==> config.mk <==
export PLATFORM = sky130hd
export DESIGN_NAME = pipe_adder_flat
export DESIGN_NICKNAME = d
export VERILOG_FILES = /design/src/rtl/pipe_adder_if.sv /design/src/rtl/pipe_adder.sv /design/src/flat_wrapper.sv
export SDC_FILE = /design/constraint.sdc
export NUM_CORES = 1
export LEC_CHECK = 0
export CAP_MARGIN = 15
export CORE_MARGIN = 1
export CORE_UTILIZATION = 55
export CTS_CLUSTER_DIAMETER = 80
export DETAILED_ROUTE_END_ITERATION = 10
export GPL_TIMING_DRIVEN = 0
export PLACE_DENSITY = 0.9
export SYNTH_ARGS = -nofsm -noshare
export SYNTH_HDL_FRONTEND = slang
export SYNTH_SLANG_ARGS = --single-unit
==> constraint.sdc <==
create_clock -name clk_i -period 8.25 [get_ports clk_i]
set_clock_uncertainty 0.2 [all_clocks]
set_input_delay 1.65 -clock clk_i [delete_from_list [all_inputs] [get_ports clk_i]]
set_output_delay 1.65 -clock clk_i [all_outputs]
set_load 0.01 [all_outputs]
==> src/rtl/pipe_adder_if.sv <==
// Operand/result handshake bundle for pipe_adder; slave = adder side, master = driver side.
interface pipe_adder_if #(
  parameter int WIDTH = 32
);
  logic                    valid_i;
  logic                    ready_o;
  logic signed [WIDTH-1:0] src1_i;
  logic signed [WIDTH-1:0] src2_i;
  logic                    sub_i;
  logic                    valid_o;
  logic                    ready_i;
  logic signed [WIDTH-1:0] sum_o;
  logic                    carry_o;
  logic                    overflow_o;
  logic                    zero_o;

  modport slave (
    input  valid_i, src1_i, src2_i, sub_i, ready_i,
    output ready_o, valid_o, sum_o, carry_o, overflow_o, zero_o
  );

  modport master (
    output valid_i, src1_i, src2_i, sub_i, ready_i,
    input  ready_o, valid_o, sum_o, carry_o, overflow_o, zero_o
  );
endinterface

==> src/rtl/pipe_adder.sv <==
// Pipelined two's-complement add/sub; the carry ripples one CW-bit chunk per stage.
// Define PIPE_ADDER_SAT_EN to clamp the result on signed overflow.
module pipe_adder #(
  parameter int WIDTH  = 32,
  parameter int STAGES = 4
) (
  input  logic        clk_i,
  input  logic        rst_i,
  pipe_adder_if.slave bus
);
  localparam int CW   = WIDTH / STAGES;
  localparam int LAST = STAGES - 1;

  typedef logic [WIDTH-1:0] word_t;

  // sa_p[k]: sum chunks 0..k in place, A chunks above them still waiting to be added
  word_t sa_p  [STAGES];
  word_t b_p   [STAGES];
  logic  c_p   [STAGES];
  logic  vld_p [STAGES];
  logic  ovf_p;
  logic  zero_p;

  word_t sa_nx [STAGES];
  word_t b_nx  [STAGES];
  logic  c_nx  [STAGES];
  logic  v_nx  [STAGES];
  logic  ovf_nx;
  logic  zero_nx;
  logic  adv;

`ifdef PIPE_ADDER_SAT_EN
  function automatic word_t sat_word(input word_t s, input logic a_neg, input logic ovf);
    word_t lim;
    lim = {a_neg, {(WIDTH-1){~a_neg}}};
    return ovf ? lim : s;
  endfunction
`endif

  assign adv         = bus.ready_i || !vld_p[LAST];
  assign bus.ready_o = adv;

  always_comb begin
    word_t       sa_in;
    word_t       b_in;
    logic        c_in;
    logic        a_msb;
    logic        b_msb;
    logic [CW:0] part;
    int          pk;
    a_msb   = 1'b0;
    b_msb   = 1'b0;
    ovf_nx  = 1'b0;
    zero_nx = 1'b0;
    for (int k = 0; k < STAGES; k++) begin
      pk = (k > 0) ? k - 1 : 0;
      if (k == 0) begin
        sa_in   = bus.src1_i;
        b_in    = bus.sub_i ? ~bus.src2_i : bus.src2_i;
        c_in    = bus.sub_i;
        v_nx[k] = bus.valid_i;
      end else begin
        sa_in   = sa_p[pk];
        b_in    = b_p[pk];
        c_in    = c_p[pk];
        v_nx[k] = vld_p[pk];
      end
      // B' is kept pre-shifted, so its next chunk always sits at the bottom
      part = {1'b0, sa_in[k*CW +: CW]} + {1'b0, b_in[CW-1:0]} + {{CW{1'b0}}, c_in};
      sa_nx[k]              = sa_in;
      sa_nx[k][k*CW +: CW]  = part[CW-1:0];
      b_nx[k]               = b_in >> CW;
      c_nx[k]               = part[CW];
      if (k == LAST) begin
        a_msb = sa_in[WIDTH-1];
        b_msb = b_in[CW-1];
      end
    end
    ovf_nx = (a_msb == b_msb) && (sa_nx[LAST][WIDTH-1] != a_msb);
`ifdef PIPE_ADDER_SAT_EN
    sa_nx[LAST] = sat_word(sa_nx[LAST], a_msb, ovf_nx);
`endif
    zero_nx = (sa_nx[LAST] == '0);
  end

  always_ff @(posedge clk_i or posedge rst_i) begin
    if (rst_i) begin
      for (int k = 0; k < STAGES; k++) begin
        sa_p[k]  <= '0;
        b_p[k]   <= '0;
        c_p[k]   <= 1'b0;
        vld_p[k] <= 1'b0;
      end
      ovf_p  <= 1'b0;
      zero_p <= 1'b0;
    end else if (adv) begin
      for (int k = 0; k < STAGES; k++) begin
        sa_p[k]  <= sa_nx[k];
        b_p[k]   <= b_nx[k];
        c_p[k]   <= c_nx[k];
        vld_p[k] <= v_nx[k];
      end
      ovf_p  <= ovf_nx;
      zero_p <= zero_nx;
    end
  end

  // last stage registers drive the result port directly
  assign bus.valid_o    = vld_p[LAST];
  assign bus.sum_o      = sa_p[LAST];
  assign bus.carry_o    = c_p[LAST];
  assign bus.overflow_o = ovf_p;
  assign bus.zero_o     = zero_p;
endmodule

==> src/flat_wrapper.sv <==
// flat-port wrapper written by rule: the top's interface ports become plain ports
module pipe_adder_flat 
#(
  parameter int WIDTH  = 32,
  parameter int STAGES = 4
)
  (clk_i, rst_i, bus_valid_i, bus_src1_i, bus_src2_i, bus_sub_i, bus_ready_i, bus_ready_o, bus_valid_o, bus_sum_o, bus_carry_o, bus_overflow_o, bus_zero_o);
  pipe_adder_if #(.WIDTH(WIDTH)) bus_i ();
  input  logic clk_i;
  input  logic rst_i;
  input wire logic [$bits(bus_i.valid_i)-1:0] bus_valid_i;
  input wire logic [$bits(bus_i.src1_i)-1:0] bus_src1_i;
  input wire logic [$bits(bus_i.src2_i)-1:0] bus_src2_i;
  input wire logic [$bits(bus_i.sub_i)-1:0] bus_sub_i;
  input wire logic [$bits(bus_i.ready_i)-1:0] bus_ready_i;
  output wire logic [$bits(bus_i.ready_o)-1:0] bus_ready_o;
  output wire logic [$bits(bus_i.valid_o)-1:0] bus_valid_o;
  output wire logic [$bits(bus_i.sum_o)-1:0] bus_sum_o;
  output wire logic [$bits(bus_i.carry_o)-1:0] bus_carry_o;
  output wire logic [$bits(bus_i.overflow_o)-1:0] bus_overflow_o;
  output wire logic [$bits(bus_i.zero_o)-1:0] bus_zero_o;
  assign bus_i.valid_i = bus_valid_i;
  assign bus_i.src1_i = bus_src1_i;
  assign bus_i.src2_i = bus_src2_i;
  assign bus_i.sub_i = bus_sub_i;
  assign bus_i.ready_i = bus_ready_i;
  assign bus_ready_o = bus_i.ready_o;
  assign bus_valid_o = bus_i.valid_o;
  assign bus_sum_o = bus_i.sum_o;
  assign bus_carry_o = bus_i.carry_o;
  assign bus_overflow_o = bus_i.overflow_o;
  assign bus_zero_o = bus_i.zero_o;
  pipe_adder #(.WIDTH(WIDTH), .STAGES(STAGES)) u_core (.clk_i(clk_i), .rst_i(rst_i), .bus(bus_i));
endmodule
==> flow_summary.toml, run 1 <==
[status]
outcome = "finished, final reports clean"

[global_routing]
grt_pass1_wl_um = 34440
grt_max_degree = 102
antenna_found_initial = 0
grt_pass1_vias = 7035
gr-total-overflow = 0
grt_usage_pct = 27.76

[synth]
async_reset_ff_share_pct = 100.0
synthDistinctLibCells = 38
syn_nets = 1066
ys_seq_area_share_pct = 53.94
synth_warnings = 0
synth_edf_count = 0
synth_area_um2 = 8628
synth-seq-cells = 186
synth.avg_cell_area_um2 = 8.969
synth_ff_type = "dfrtp_1"
syn_inst = 962

[timing]
rsz0062_at_grt = "false"
relSlewSlack_pct = 35.17
slew_viol_final = 0
worst_slew_pin_slew_ps = 972.4
fmax_ghz = 0.1786
timing.final.crit_share_pct = 67.88
fin_crit_ps = 5600
tns_ps = 0
hold_ws_ps = 270.2
finalHoldViolations = 0
setup_viol = 0

[routing]
vias_per_cell = 5.393
wirelength_um = 20810
drt_iter0_drc = 592
wire_per_inst_um = 15.89
dr_total_vias = 7065
ant_nets = 0
drtPass1Iterations = 5
drc = 0

[cts]
clkTransAtPathRegs_ps = 60
ctsHoldBuffers = 0
clk_latency_ps = 440
clock-sinks = 186
cts_max_level = 4
numCtsBuffers = 17
postCtsResizedCells = 0
cts.path.max_buffers = 2
cts_tree = "yes"
cts_setup_buffers = 0
root_buffer = "clkbuf_16"

[power]
p_per_area_nw_per_um2 = 383.8
power.leakage_nw = 5.138
p_int_mw = 2.481
peakVddDrop_v = 0.0002177
seqPwrFrac_pct = 39.7
power.total_mw = 4.034
clock_power_share_pct = 18.6
switchingPower_mw = 1.552
pwr-share-comb_pct = 41.7
p_sw_share_pct = 38.48

[place]
gp_congestion = 0.8618
port_buffers = 104
hpwl_um = 14760
placed_area_um2 = 9968

[floorplanning]
die-area_um2 = 16190
fp.dieH_um = 127.3
design.core.area_um2 = 15260
ioPinCount = 106
row_count = 45
initial_core_util_pct = 56.55
chipWidth_um = 127.3

[setup_path]
worstSetupPathType = "in -> out"
cp.arrival_ps = 3750
cp_slowest_stage_delay_ps = 570
worstPathRequired_ps = 6400
r2r_cells = 8
path_cells = "clkdlybuf4s50_1, nor2b_1, clkbuf_1, clkinv_1, clkbuf_1, clkdlybuf4s50_1"
r2r_slack_ps = 5410
start_kind = "primary input"
slowest_stage = "clkdlybuf4s50_1"
path_max_fanout = 10
endpoint_kind = "output pin"

[cells_and_area]
nets = 1190
num_antenna_cells = 0
fillers = 1098
final_cell_mix = "nand2_1 (428), dfrtp_1 (186), clkdlybuf4s50_1 (104)"
area_delta_synth_final_pct = 21.81
layout-drive-gt1-share_pct = 6.642
postLayoutCellArea_um2 = 10510
mostFrequentLayoutCell = "nand2_1"
final_util_pct = 68.88

[job]
drv_cap = 0

[min_path]
min_path_cells = 1
hold_class = "reg -> reg"
-- synthesized netlist by cell type, drive strengths merged (5+ instances only) --
master	n	area share, %
ha	28	4.1
xnor2	33	3.3
dfrtp	186	54
o21a	7	0.61
clkbuf	42	1.8
nor2	27	1.2
o21bai	6	0.52
nor4	6	0.44
nor3	10	0.58
inv	18	0.78
a211oi	5	0.49
o21ai	51	3.0
buf	35	3.0
xor2	14	1.4
a21oi	16	0.93
o31ai	10	0.87
nand2	428	19
fa	7	1.6
-- layout make-up --
class,instances,area (µm²),share of cell area (%)
clock inverters,12,75.07,0.7143
inverters,19,78.83,0.7500
flip-flops and latches,186,4654,44.29
clock buffers,20,466.7,4.440
plain buffers,77,414.1,3.940
multi-input cells,680,3488,33.19
well taps,211,264.0,2.512
repair buffers,105,1069,10.17
-- power groups by stage --
stage	clock (mW)	combinational, mW	sequential (mW)
after floorplan	0	1.13	1.51
after detailed placement	0	1.63	1.60
after global placement	0	1.54	1.58
final	0.750	1.68	1.60
after CTS	0.750	1.67	1.59
after global routing	0.790	1.86	1.64
-- registers in the layout, indices dropped and copies added, names as in the netlist, 3 cells and up --
signal / cells
u_core.c_p: 3
u_core.b_p: 24
u_core.sa_nx: 72
u_core.sa_p: 24
u_core.b_nx: 24
u_core.v_nx: 3
u_core.bus.sum_o: 32
-- worst max-delay path, delay by kind of cell --
family                 cells  cell delay (ps)
buffers and inverters      5             1950
and+or+nand+nor            1              130
-- worst paths after layout --
kind / start / endpoint
max reg2reg: u_core.c_p[1] / u_core.bus.zero_o
min in group asynchronous: rst_i / u_core.bus.sum_o[15]
min reg2reg: u_core.v_nx[0] / u_core.bus.valid_o
min: u_core.v_nx[0] / u_core.bus.valid_o
max: bus_ready_i / bus_ready_o
max in group asynchronous: rst_i / u_core.b_nx[32]
-- cells by family (layout without fill, tap and decap cells) --
family | Yosys count | count (layout) | synth area share (%)
AND/OR/NAND/NOR | 488 | 488 | 22.13
adder cells (fa/ha/maj) | 35 | 35 | 5.684
buffers and inverters | 96 | 233 | 5.626
XOR/XNOR | 47 | 47 | 4.771
AO/OA/AOI/OAI | 109 | 109 | 7.671
multiplexers | 1 | 1 | 0.1740
flip-flops | 186 | 186 | 53.94
-- per-layer routing --
layer / GRT usage [%] / vias to the layer above / part of all wire [%]
met5: 0 / - / 0
met4: 12.46 / 0 / 3.1
met3: 5.360 / 51 / 7.2
met2: 46.28 / 328 / 49
met1: 35.46 / 3400 / 40
li1: - / 3286 / -
-- stage by stage --
stage          instances  setup slack (ps)
5_1_grt             1310              2564
6_report            1310              2650
4_1_cts             1310              2690
3_3_place_gp        1277            -743.5
3_5_place_dp        1278              2699
2_1_floorplan        962              1343
No activity file was read; power rests on OpenSTA's default activity.
==> run 2, diff against run 1 <==
Settings changed: CORE_UTILIZATION 55 to 50, PLACE_DENSITY 0.9 to 0.87.
Clock period 8.25 ns to 4.7 ns, I/O delays scaled along.
==> flow_summary.toml, run 2 (synthesis results as in run 1) <==
[min_path]
min_from = "u_core.sa_nx[89]"
min_path_cells = 2
hold_class = "reg -> reg"
whs_endpoint = "u_core.sa_nx[89]"

[setup_path]
reg2reg_to = "u_core.bus.zero_o"
worstSetupPathType = "in -> out"
reg2reg_from = "u_core.c_p[1]"
worstPathRequired_ps = 3560
path_max_fanout = 10
path_cells = "clkdlybuf4s50_1, nor2b_1, clkbuf_1, clkinv_1, clkbuf_1, clkdlybuf4s50_1"
cp.arrival_ps = 3090
slowest_stage = "clkdlybuf4s50_1"
r2r_cells = 8
endpoint_kind = "output pin"
r2r_slack_ps = 1930
start_kind = "primary input"
cp_slowest_stage_delay_ps = 580
worst-path-buf-inv = 5
critPathTopFamily = "buffers and inverters"

[cells_and_area]
area_delta_synth_final_pct = 23.59
num_antenna_cells = 0
nets = 1194
final_cell_mix = "nand2_1 (428), dfrtp_1 (186), clkdlybuf4s50_1 (104)"
mostFrequentLayoutCell = "nand2_1"
largest_reg_flops = 72
final_util_pct = 63.85
layout-drive-gt1-share_pct = 6.981
fillers = 1275
stdcell_count = 1323

[routing]
vias_per_cell = 5.250
wire_per_inst_um = 15.28
dr_total_vias = 6946
ant_nets = 0
drc = 0
drtPass1Iterations = 5
drt_iter0_drc = 518
wirelength_um = 20210

[timing]
rsz0062_at_grt = "false"
fmax_ghz = 0.2364
fin_crit_ps = 4230
slew_viol_final = 0
timing.final.crit_share_pct = 90.00
setup_viol = 0
finalHoldViolations = 0
tns_ps = 0
worst_slew_pin_slew_ps = 954.7
relSlewSlack_pct = 36.36

[status]
outcome = "finished, final reports clean"

[cts]
clkTransAtPathRegs_ps = 70
ctsHoldBuffers = 0
numCtsBuffers = 17
clock-sinks = 186
cts_tree = "yes"
root_buffer = "clkbuf_16"
postCtsResizedCells = 0
cts_max_level = 4
clk_latency_ps = 440
cts.path.max_buffers = 2
cts_setup_buffers = 0

[global_routing]
antenna_found_initial = 0
grt_usage_pct = 24.27
grt_pass1_wl_um = 33420
grt_max_degree = 44
grt_pass1_vias = 6900
gr-total-overflow = 0

[power]
power.leakage_nw = 5.197
power.total_mw = 7.180
peakVddDrop_v = 0.0003935
p_per_area_nw_per_um2 = 673.3

[place]
placed_cells_incl_taps = 1291
gp_congestion = 0.8763
hpwl_um = 14890
port_buffers = 104

[floorplanning]
design.core.area_um2 = 16700
ioPinCount = 106
row_count = 47
die-area_um2 = 17790
initial_core_util_pct = 51.66
chipWidth_um = 133.4
fp.dieH_um = 133.4

[job]
drv_cap = 0
## run 2: cell count changes in the layout (fill, tap and decap cells not counted)
cell	before	now
buf_12	0	4
bufinv_16	0	2
clkinv_4	2	4
clkinv_8	0	1
clkinvlp_4	3	2
clkbuf_8	3	0
inv_6	0	6
clkinv_2	7	0
## run 2: per-stage QoR
stage                     hold slack [ps]  instance area (µm²)  setup slack, ps
after floorplan                     230.0                 8632             1167
after global placement              242.0                 9948           -182.4
after detailed placement            255.2                10060            519.0
after CTS                           271.2                10660            482.2
after global routing                288.8                10660            406.6
final                               268.8                10660            469.9
## run 2: layout make-up
class	count	area, µm²	share of cell area (%)
well taps	220	275.3	2.581
plain buffers	77	414.1	3.884
clock inverters	15	182.7	1.713
inverters	19	75.07	0.7040
multi-input cells	680	3488	32.71
flip-flops and latches	186	4654	43.65
clock buffers	17	425.4	3.989
repair buffers	109	1149	10.77
## run 2: routing by layer
| metal | global-route usage, % | part of all wire (%) | up-vias |
|---|---|---|---|
| li1 | - | - | 3300 |
| met1 | 31.69 | 43 | 3345 |
| met2 | 41.20 | 50 | 269 |
| met3 | 4.300 | 6.0 | 32 |
| met4 | 7.702 | 1.8 | 0 |
| met5 | 0 | 0 | - |
## run 2: worst max path at each step
stage | slack, ps | start | cells past startpoint | end
finish | 470 | bus_ready_i | 6 | bus_ready_o
global route | 410 | bus_ready_i | 6 | bus_ready_o
CTS | 480 | bus_ready_i | 6 | bus_ready_o
detailed placement | 520 | bus_ready_i | 6 | bus_ready_o
global placement | -180 | rst_i | 2 | u_core.b_nx[70]
floorplan | 1170 | rst_i | 1 | u_core.b_nx[32]
## run 2: report_power, final
part           internal (mW)  switching (mW)  leakage (nW)
Sequential              2.31           0.506          2.25
Combinational           1.33            1.57          2.66
Clock                  0.804           0.656         0.295
Total                   4.45            2.73          5.20
## run 2: tightest hold or removal path, stage by stage, from the launching register on
cell and delay, ps:
dfrtp_1 340, nand2_1 50, nand2_1 50
==> run 3, diff against run 2 <==
==> constraint.sdc (replaced) <==
create_clock -name clk_i -period 4.7 [get_ports clk_i]
set_clock_uncertainty 0.2 [all_clocks]
set_input_delay 0.705 -clock clk_i [delete_from_list [all_inputs] [get_ports clk_i]]
set_output_delay 0.705 -clock clk_i [all_outputs]
set_load 0.01 [all_outputs]
==> results of run 3 <==
The final DEF is identical to that of run 2. Status: finished, final reports clean.
Main changes from that run: setup slack after placement 519.0 ps -> 989.0 ps; setup slack after layout 469.9 ps -> 939.9 ps
